[src/rtl/dbg_host_pkg.sv]
// Shared types and constants for the debug host bridge.
package dbg_host_pkg;

   typedef enum logic [2:0] {
      IDLE,
      RX_ADDR,
      RX_DATA,
      ISSUE,
      WAIT,
      RELEASE,
      TX
   } state_e;

   localparam int unsigned FRAME_LEN    = 9;
   localparam int unsigned RESP_LEN     = 5;
   localparam logic [7:0]  DBG_CMD_IDLE = 8'h00;

endpackage

[src/rtl/dbg_host_txser.sv]
// Parallel-in byte serializer for the response frame; byte 0 goes out first.
module dbg_host_txser
   import dbg_host_pkg::*;
(
   input  logic                    clk_i,
   input  logic                    rst_i,
   input  logic                    load_i,
   input  logic [8*RESP_LEN-1:0]   data_i,
   input  logic                    tx_ready_i,
   output logic                    tx_valid_o,
   output logic [7:0]              tx_data_o,
   output logic                    done_o
);

   logic [8*RESP_LEN-1:0] sr_q, sr_d;
   logic [2:0]            idx_q, idx_d;
   logic                  valid_q, valid_d;
   logic                  accept;

   assign accept     = valid_q & tx_ready_i;
   assign done_o     = accept && (idx_q == 3'(RESP_LEN - 1));
   assign tx_valid_o = valid_q;
   assign tx_data_o  = sr_q[7:0];

   always_comb begin
      sr_d    = sr_q;
      idx_d   = idx_q;
      valid_d = valid_q;
      if (load_i) begin
         sr_d    = data_i;
         idx_d   = 3'd0;
         valid_d = 1'b1;
      end else if (accept) begin
         sr_d  = {8'h00, sr_q[8*RESP_LEN-1:8]};
         idx_d = idx_q + 3'd1;
         if (done_o) valid_d = 1'b0;
      end
   end

   always_ff @(posedge clk_i) begin
      if (rst_i) begin
         sr_q    <= '0;
         idx_q   <= 3'd0;
         valid_q <= 1'b0;
      end else begin
         sr_q    <= sr_d;
         idx_q   <= idx_d;
         valid_q <= valid_d;
      end
   end

endmodule

[src/rtl/dbg_host_bridge.sv]
// UART-to-debug-port bridge: assembles 9-byte request frames, issues them, returns a 5-byte response.
// state   | meaning
// IDLE    | waiting for a nonzero command byte (00 is a sync byte)
// RX_ADDR | shifting in address bytes, LSB first
// RX_DATA | shifting in write-data bytes, LSB first
// ISSUE   | address/data already driven, raise command
// WAIT    | command held until ready or timeout
// RELEASE | command dropped, waiting for ready to fall
// TX      | response frame owned by the serializer
module dbg_host_bridge
   import dbg_host_pkg::*;
#(
   parameter int unsigned TIMEOUT_CYC  = 65536,
   parameter int unsigned FRAME_TO_CYC = 1000000,
   parameter logic [7:0]  STATUS_OK    = 8'hA5,
   parameter logic [7:0]  STATUS_TO    = 8'hEE
) (
   input  logic        clk_i,
   input  logic        rst_i,
   input  logic        rx_valid_i,
   input  logic [7:0]  rx_data_i,
   output logic        tx_valid_o,
   output logic [7:0]  tx_data_o,
   input  logic        tx_ready_i,
   output logic [7:0]  dbg_cmd_o,
   output logic [31:0] dbg_addr_o,
   output logic [31:0] dbg_data_o,
   input  logic [31:0] dbg_data_i,
   input  logic        dbg_ready_i,
   output logic        busy_o,
   output logic        overrun_o
);

   localparam int TO_W  = $clog2(TIMEOUT_CYC + 1);
   localparam int FTO_W = $clog2(FRAME_TO_CYC + 1);
   localparam logic [TO_W-1:0]  TO_LAST  = TO_W'(TIMEOUT_CYC - 1);
   localparam logic [FTO_W-1:0] FTO_LAST = FTO_W'(FRAME_TO_CYC - 1);

   state_e            state_q;
   logic [7:0]        cmd_q;
   logic [31:0]       addr_sr_q, data_sr_q;
   logic [3:0]        idx_q;
   logic [FTO_W-1:0]  fto_cnt_q;
   logic [TO_W-1:0]   to_cnt_q;
   logic [7:0]        status_q;
   logic [31:0]       rdata_q;
   logic [7:0]        dbg_cmd_q;
   logic [31:0]       dbg_addr_q, dbg_data_q;
   logic              overrun_q;
   logic              rel_done, tx_done;

   // Serializer is loaded on the RELEASE exit edge so the first byte is valid one cycle later.
   assign rel_done = (state_q == RELEASE) && (!dbg_ready_i || (to_cnt_q >= TO_LAST));

   assign dbg_cmd_o  = dbg_cmd_q;
   assign dbg_addr_o = dbg_addr_q;
   assign dbg_data_o = dbg_data_q;
   assign busy_o     = (state_q != IDLE);
   assign overrun_o  = overrun_q;

   always_ff @(posedge clk_i) begin
      if (rst_i) begin
         state_q    <= IDLE;
         cmd_q      <= 8'h00;
         addr_sr_q  <= 32'h0;
         data_sr_q  <= 32'h0;
         idx_q      <= 4'd0;
         fto_cnt_q  <= '0;
         to_cnt_q   <= '0;
         status_q   <= 8'h00;
         rdata_q    <= 32'h0;
         dbg_cmd_q  <= DBG_CMD_IDLE;
         dbg_addr_q <= 32'h0;
         dbg_data_q <= 32'h0;
         overrun_q  <= 1'b0;
      end else begin
         overrun_q <= rx_valid_i && (state_q inside {ISSUE, WAIT, RELEASE, TX});
         case (state_q)
            IDLE: begin
               if (rx_valid_i && (rx_data_i != DBG_CMD_IDLE)) begin
                  cmd_q     <= rx_data_i;
                  idx_q     <= 4'd1;
                  fto_cnt_q <= '0;
                  state_q   <= RX_ADDR;
               end
            end
            RX_ADDR: begin
               if (rx_valid_i) begin
                  addr_sr_q <= {rx_data_i, addr_sr_q[31:8]};
                  idx_q     <= idx_q + 4'd1;
                  fto_cnt_q <= '0;
                  if (idx_q == 4'd4) state_q <= RX_DATA;
               end else if (fto_cnt_q >= FTO_LAST) begin
                  state_q <= IDLE;
               end else begin
                  fto_cnt_q <= fto_cnt_q + 1'b1;
               end
            end
            RX_DATA: begin
               if (rx_valid_i) begin
                  data_sr_q <= {rx_data_i, data_sr_q[31:8]};
                  idx_q     <= idx_q + 4'd1;
                  fto_cnt_q <= '0;
                  if (idx_q == 4'(FRAME_LEN - 1)) begin
                     dbg_addr_q <= addr_sr_q;
                     dbg_data_q <= {rx_data_i, data_sr_q[31:8]};
                     state_q    <= ISSUE;
                  end
               end else if (fto_cnt_q >= FTO_LAST) begin
                  state_q <= IDLE;
               end else begin
                  fto_cnt_q <= fto_cnt_q + 1'b1;
               end
            end
            ISSUE: begin
               dbg_cmd_q <= cmd_q;
               to_cnt_q  <= '0;
               state_q   <= WAIT;
            end
            WAIT: begin
               if (dbg_ready_i) begin
                  rdata_q   <= dbg_data_i;
                  status_q  <= STATUS_OK;
                  dbg_cmd_q <= DBG_CMD_IDLE;
                  to_cnt_q  <= '0;
                  state_q   <= RELEASE;
               end else if (to_cnt_q >= TO_LAST) begin
                  rdata_q   <= 32'h0;
                  status_q  <= STATUS_TO;
                  dbg_cmd_q <= DBG_CMD_IDLE;
                  to_cnt_q  <= '0;
                  state_q   <= RELEASE;
               end else begin
                  to_cnt_q <= to_cnt_q + 1'b1;
               end
            end
            RELEASE: begin
               if (rel_done) state_q  <= TX;
               else          to_cnt_q <= to_cnt_q + 1'b1;
            end
            TX: begin
               if (tx_done) state_q <= IDLE;
            end
            default: state_q <= IDLE;
         endcase
      end
   end

   dbg_host_txser u_txser (
      .clk_i      (clk_i),
      .rst_i      (rst_i),
      .load_i     (rel_done),
      .data_i     ({rdata_q, status_q}),
      .tx_ready_i (tx_ready_i),
      .tx_valid_o (tx_valid_o),
      .tx_data_o  (tx_data_o),
      .done_o     (tx_done)
   );

endmodule

[config.mk]
export PLATFORM = sky130hd
export DESIGN_NAME = dbg_host_bridge
export DESIGN_NICKNAME = d
export VERILOG_FILES = /design/src/rtl/dbg_host_pkg.sv /design/src/rtl/dbg_host_txser.sv /design/src/rtl/dbg_host_bridge.sv
export SDC_FILE = /design/constraint.sdc
export NUM_CORES = 1
export LEC_CHECK = 0
export CAP_MARGIN = 20
export CORE_ASPECT_RATIO = 2
export CORE_MARGIN = 3
export CORE_UTILIZATION = 56
export DETAILED_ROUTE_END_ITERATION = 7
export PLACE_DENSITY = 0.91
export SLEW_MARGIN = 10
export SYNTH_ARGS = -nofsm -noshare
export SYNTH_HDL_FRONTEND = slang
export SYNTH_HIERARCHICAL = 1
export SYNTH_SLANG_ARGS = --single-unit
[constraint.sdc]
create_clock -name clk_i -period 3.24 [get_ports clk_i]
set_clock_uncertainty 0.2 [all_clocks]
set_input_delay 0.648 -clock clk_i [delete_from_list [all_inputs] [get_ports clk_i]]
set_output_delay 0.648 -clock clk_i [all_outputs]
set_load 0.05 [all_outputs]
==> summary.md <==
| Metric | Value |
|---|---|
| Synth Area in Compound Gates | 19.7% |
| H-Tree Depth | 1 |
| Register area share after synthesis | 47.4% |
| Vias | 9718 |
| Synth Area in Simple Gates | 23.1% |
| Cells after synthesis | 1299 |
| Die area | 21400 µm² |
| Max-slew headroom | 60.0% |
| Critical path arrival | 2.29 ns |
| Critical path required time | 2.39 ns |
| Xor/xnor share of the synthesized area | 0.478% |
| Post-route cell area | 13200 µm² |
| Clock slew at the register clock pins of the worst setup and hold paths | 0.07 ns |
| Largest net degree at the start of global routing | 108 |
| Synth warnings | 6 |
| Psw | 0.00178 W |
| DR vias/cell | 5.88 |
| Syn_area_per_cell | 8.45 µm² |
| Initial Util | 57.8% |
| Post-DP HPWL | 19.0 mm |
| Internal power | 0.00506 W |
| Syn nets | 1351 |
| Port buffer count | 127 |
| Synthesis-stage register bit count | 260 |
| Crit path kind | flip-flop to primary output |
| EDFF count, synth | 0 |
| Critical path peak fanout | 11 |
| Synth Area in Adders | 0.797% |
| Area Growth Syn to Fin | 19.9% |
| Hold wc startpoint | addr_sr_q[6] |
| FP Rows | 71 |
| Final net count | 1433 |
| Crit end category | primary output |
| Fillers | 1456 |
| Initial DRC Count | 584 |
| # DRC | 0 |
| HP Class | flip-flop to flip-flop |
| TritonCTS clock tree | yes |
| Wire per inst | 17.4 µm |
| Tcrit/Tclk final | 96.9% |
| Layout Utilization | 69.3% |
| Die Y | 204 µm |
| CTS buffer count | 23 |
| Antenna viol nets, final | 0 |
| Io pins | 128 |
| Slew @ Worst Pin | 0.598 ns |
| Slew Viols, Final | 0 |
| Synth cell types | 68 |
| DR pass1 iterations | 5 |
| Post-synth top flop | dfxtp_1 |
| RSZ-0062 raised after global routing | false |
| Post-Syn Area | 11000 µm² |
| Post-Place Cell Area | 12400 µm² |
| Max clock buf depth | 3 |
| Most common cell after layout, fill and taps aside | nand2_1 |
| Critical path launch point type | flip-flop |
| Die W | 105 µm |
| Routed WL | 28.7 mm |
| Mux contribution to synthesized area | 1.18% |
| Min cycle time layout | 3.14 ns |
| Pwr/cell area | 519 nW/µm² |
| Worst vdd ir | 0.000369 V |
| Overall Global Routing Usage | 25.9% |
| Main combinational cell family by area after synthesis | simple AND/OR/NAND/NOR gates |
| Hold_buf cts | 0 |
| # diodes | 0 |
| Vias in the first global route | 9430 |
| Post-synth ARST share | 0% |
| Sequential share of power | 48.6% |
| Leak | 4.25 nW |
| Overflow after GRT | 0 |
| Global-route wire length before repair | 46.1 mm |
| Worst r2r src | to_cnt_q[9] |
| Core Area | 19000 µm² |
| Initial antenna violation count | 0 |
| Worst Setup SP | state_q[0] |
| Switching share of total power | 26.0% |
| Clock power share | 39.5% |
| Hold Violations, Final | 0 |
| Status | finished clean |
| Final GP Congestion | 0.873 |
| CTS root buf | clkbuf_16 |
| CTS sink cnt | 260 |
| Number of max-cap violations | 0 |
| Clock Latency Late Sink | 0.52 ns |
| Fmax | 319 MHz |
| Commonest non-fill, non-tap cells in the layout | nand2_1, dfxtp_1, a21oi_1 |
| Setup tns final | 0 ns |
| Part of the power in combinational logic | 11.9% |
| Final setup violation count | 0 |
| Share of post-route cells with drive strength above 1 | 11.6% |
==> worst max-delay path, stage by stage (launching register included) <==
cell and delay [ns]:
dfxtp_1 0.32, or2_2 0.40, nor2_1 0.22, inv_1 0.12, clkdlybuf4s50_1 0.72
==> power by group through the flow <==
stage | clock, W | sequential [W] | combinational, W
after floorplan | 0 | 0.00339 | 0.000538
after global placement | 0 | 0.00339 | 0.000779
after detailed placement | 0 | 0.00340 | 0.000796
after CTS | 0.00272 | 0.00333 | 0.000803
after global routing | 0.00286 | 0.00333 | 0.000876
final | 0.00270 | 0.00333 | 0.000811
==> synthesized netlist by cell type, types with 3 or more instances <==
cell / number / area, µm²
nand2_1: 304 / 1140
dfxtp_1: 260 / 5200
a21oi_1: 172 / 861
clkbuf_1: 62 / 233
nor3_1: 57 / 285
nor2_1: 50 / 188
inv_1: 48 / 180
a2111oi_2: 33 / 495
a22oi_1: 28 / 210
nand3_1: 24 / 120
buf_2: 23 / 115
or3_1: 23 / 144
nor3_2: 17 / 170
o21ai_0: 14 / 70.1
mux2i_1: 13 / 130
buf_4: 12 / 90.1
buf_6: 10 / 113
nand3b_1: 10 / 75.1
nand4_1: 10 / 62.6
and3_1: 9 / 56.3
or2_2: 8 / 50.1
a211oi_1: 7 / 52.6
ha_1: 7 / 87.6
o31ai_1: 6 / 45.0
nor4_1: 5 / 31.3
a2111oi_0: 4 / 35.0
a211o_1: 4 / 35.0
a22oi_2: 4 / 50.1
and2_1: 4 / 25.0
nand2b_1: 4 / 25.0
o2111ai_1: 4 / 35.0
o211ai_1: 4 / 30.0
or4_1: 4 / 30.0
buf_12: 3 / 60.1
o21a_1: 3 / 22.5
xnor2_1: 3 / 26.3
xor2_1: 3 / 26.3
==> final timing paths <==
| path | to | slack [ns] | cells past startpoint |
|---|---|---|---|
| worst max register to register | u_txser/sr_q[26] | 0.23 | 11 |
| worst max-delay path | busy_o | 0.10 | 4 |
| worst min-delay path | dbg_addr_o[6] | 0.25 | 2 |
| worst min register to register | dbg_addr_o[6] | 0.25 | 2 |
==> flip-flops by register name, summed over array words and instances (netlist names), 4 cells and up <==
| name | flops |
|---|---|
| u_txser/sr_q | 40 |
| addr_sr_q | 32 |
| dbg_addr_o | 32 |
| dbg_data_o | 32 |
| rdata_q | 32 |
| data_sr_q | 24 |
| fto_cnt_q | 20 |
| to_cnt_q | 17 |
| cmd_q | 8 |
| dbg_cmd_o | 8 |
| idx_q | 4 |
==> metrics by stage <==
step / cells / worst slack [ns] / hold WS (ns) / power [W]
after floorplan: 1299 / 0.569 / 0.232 / 0.00392
after global placement: 1609 / 0.213 / 0.243 / 0.00417
after detailed placement: 1609 / 0.150 / 0.246 / 0.00419
after CTS: 1651 / 0.120 / 0.255 / 0.00684
after global routing: 1653 / 0.00229 / 0.269 / 0.00707
final: 1653 / 0.101 / 0.252 / 0.00684
==> final cells by class <==
| cell class | instances | area, µm² | share of cell area [%] |
|---|---|---|---|
| Clock buffer | 34 | 667 | 5.06 |
| Clock inverter | 8 | 73.8 | 0.561 |
| Inverter | 49 | 184 | 1.40 |
| Multi-Input combinational cell | 878 | 5040 | 38.3 |
| Sequential cell | 260 | 5210 | 39.5 |
| Tap cell | 255 | 319 | 2.42 |
| Timing Repair Buffer | 169 | 1680 | 12.8 |
==> per-layer routing <==
metal / vias to the layer above / share of wire [%] / global-route usage, %
met4: 0 / 4.3 / 11.9
met3: 78 / 4.4 / 2.88
met1: 4670 / 37 / 28.0
li1: 4657 / - / -
met5: - / 0 / 0
met2: 313 / 55 / 49.4
==> cell families (layout without fill, tap and decap cells) <==
logic type,Yosys count,after routing
multiplexers,13,13
other,1,1
buffers and inverters,161,260
AND/OR/NAND/NOR,544,544
AO/OA/AOI/OAI,307,307
adder cells (fa/ha/maj),7,7
flip-flops,260,260
XOR/XNOR,6,6
==> what timing repair did <==
action                                  4_1_cts  5_1_grt
endpoints found under the setup margin        0       21
resized for setup                             0        4
setup buffers                                 0        1
No activity file was read; power rests on OpenSTA's default activity.
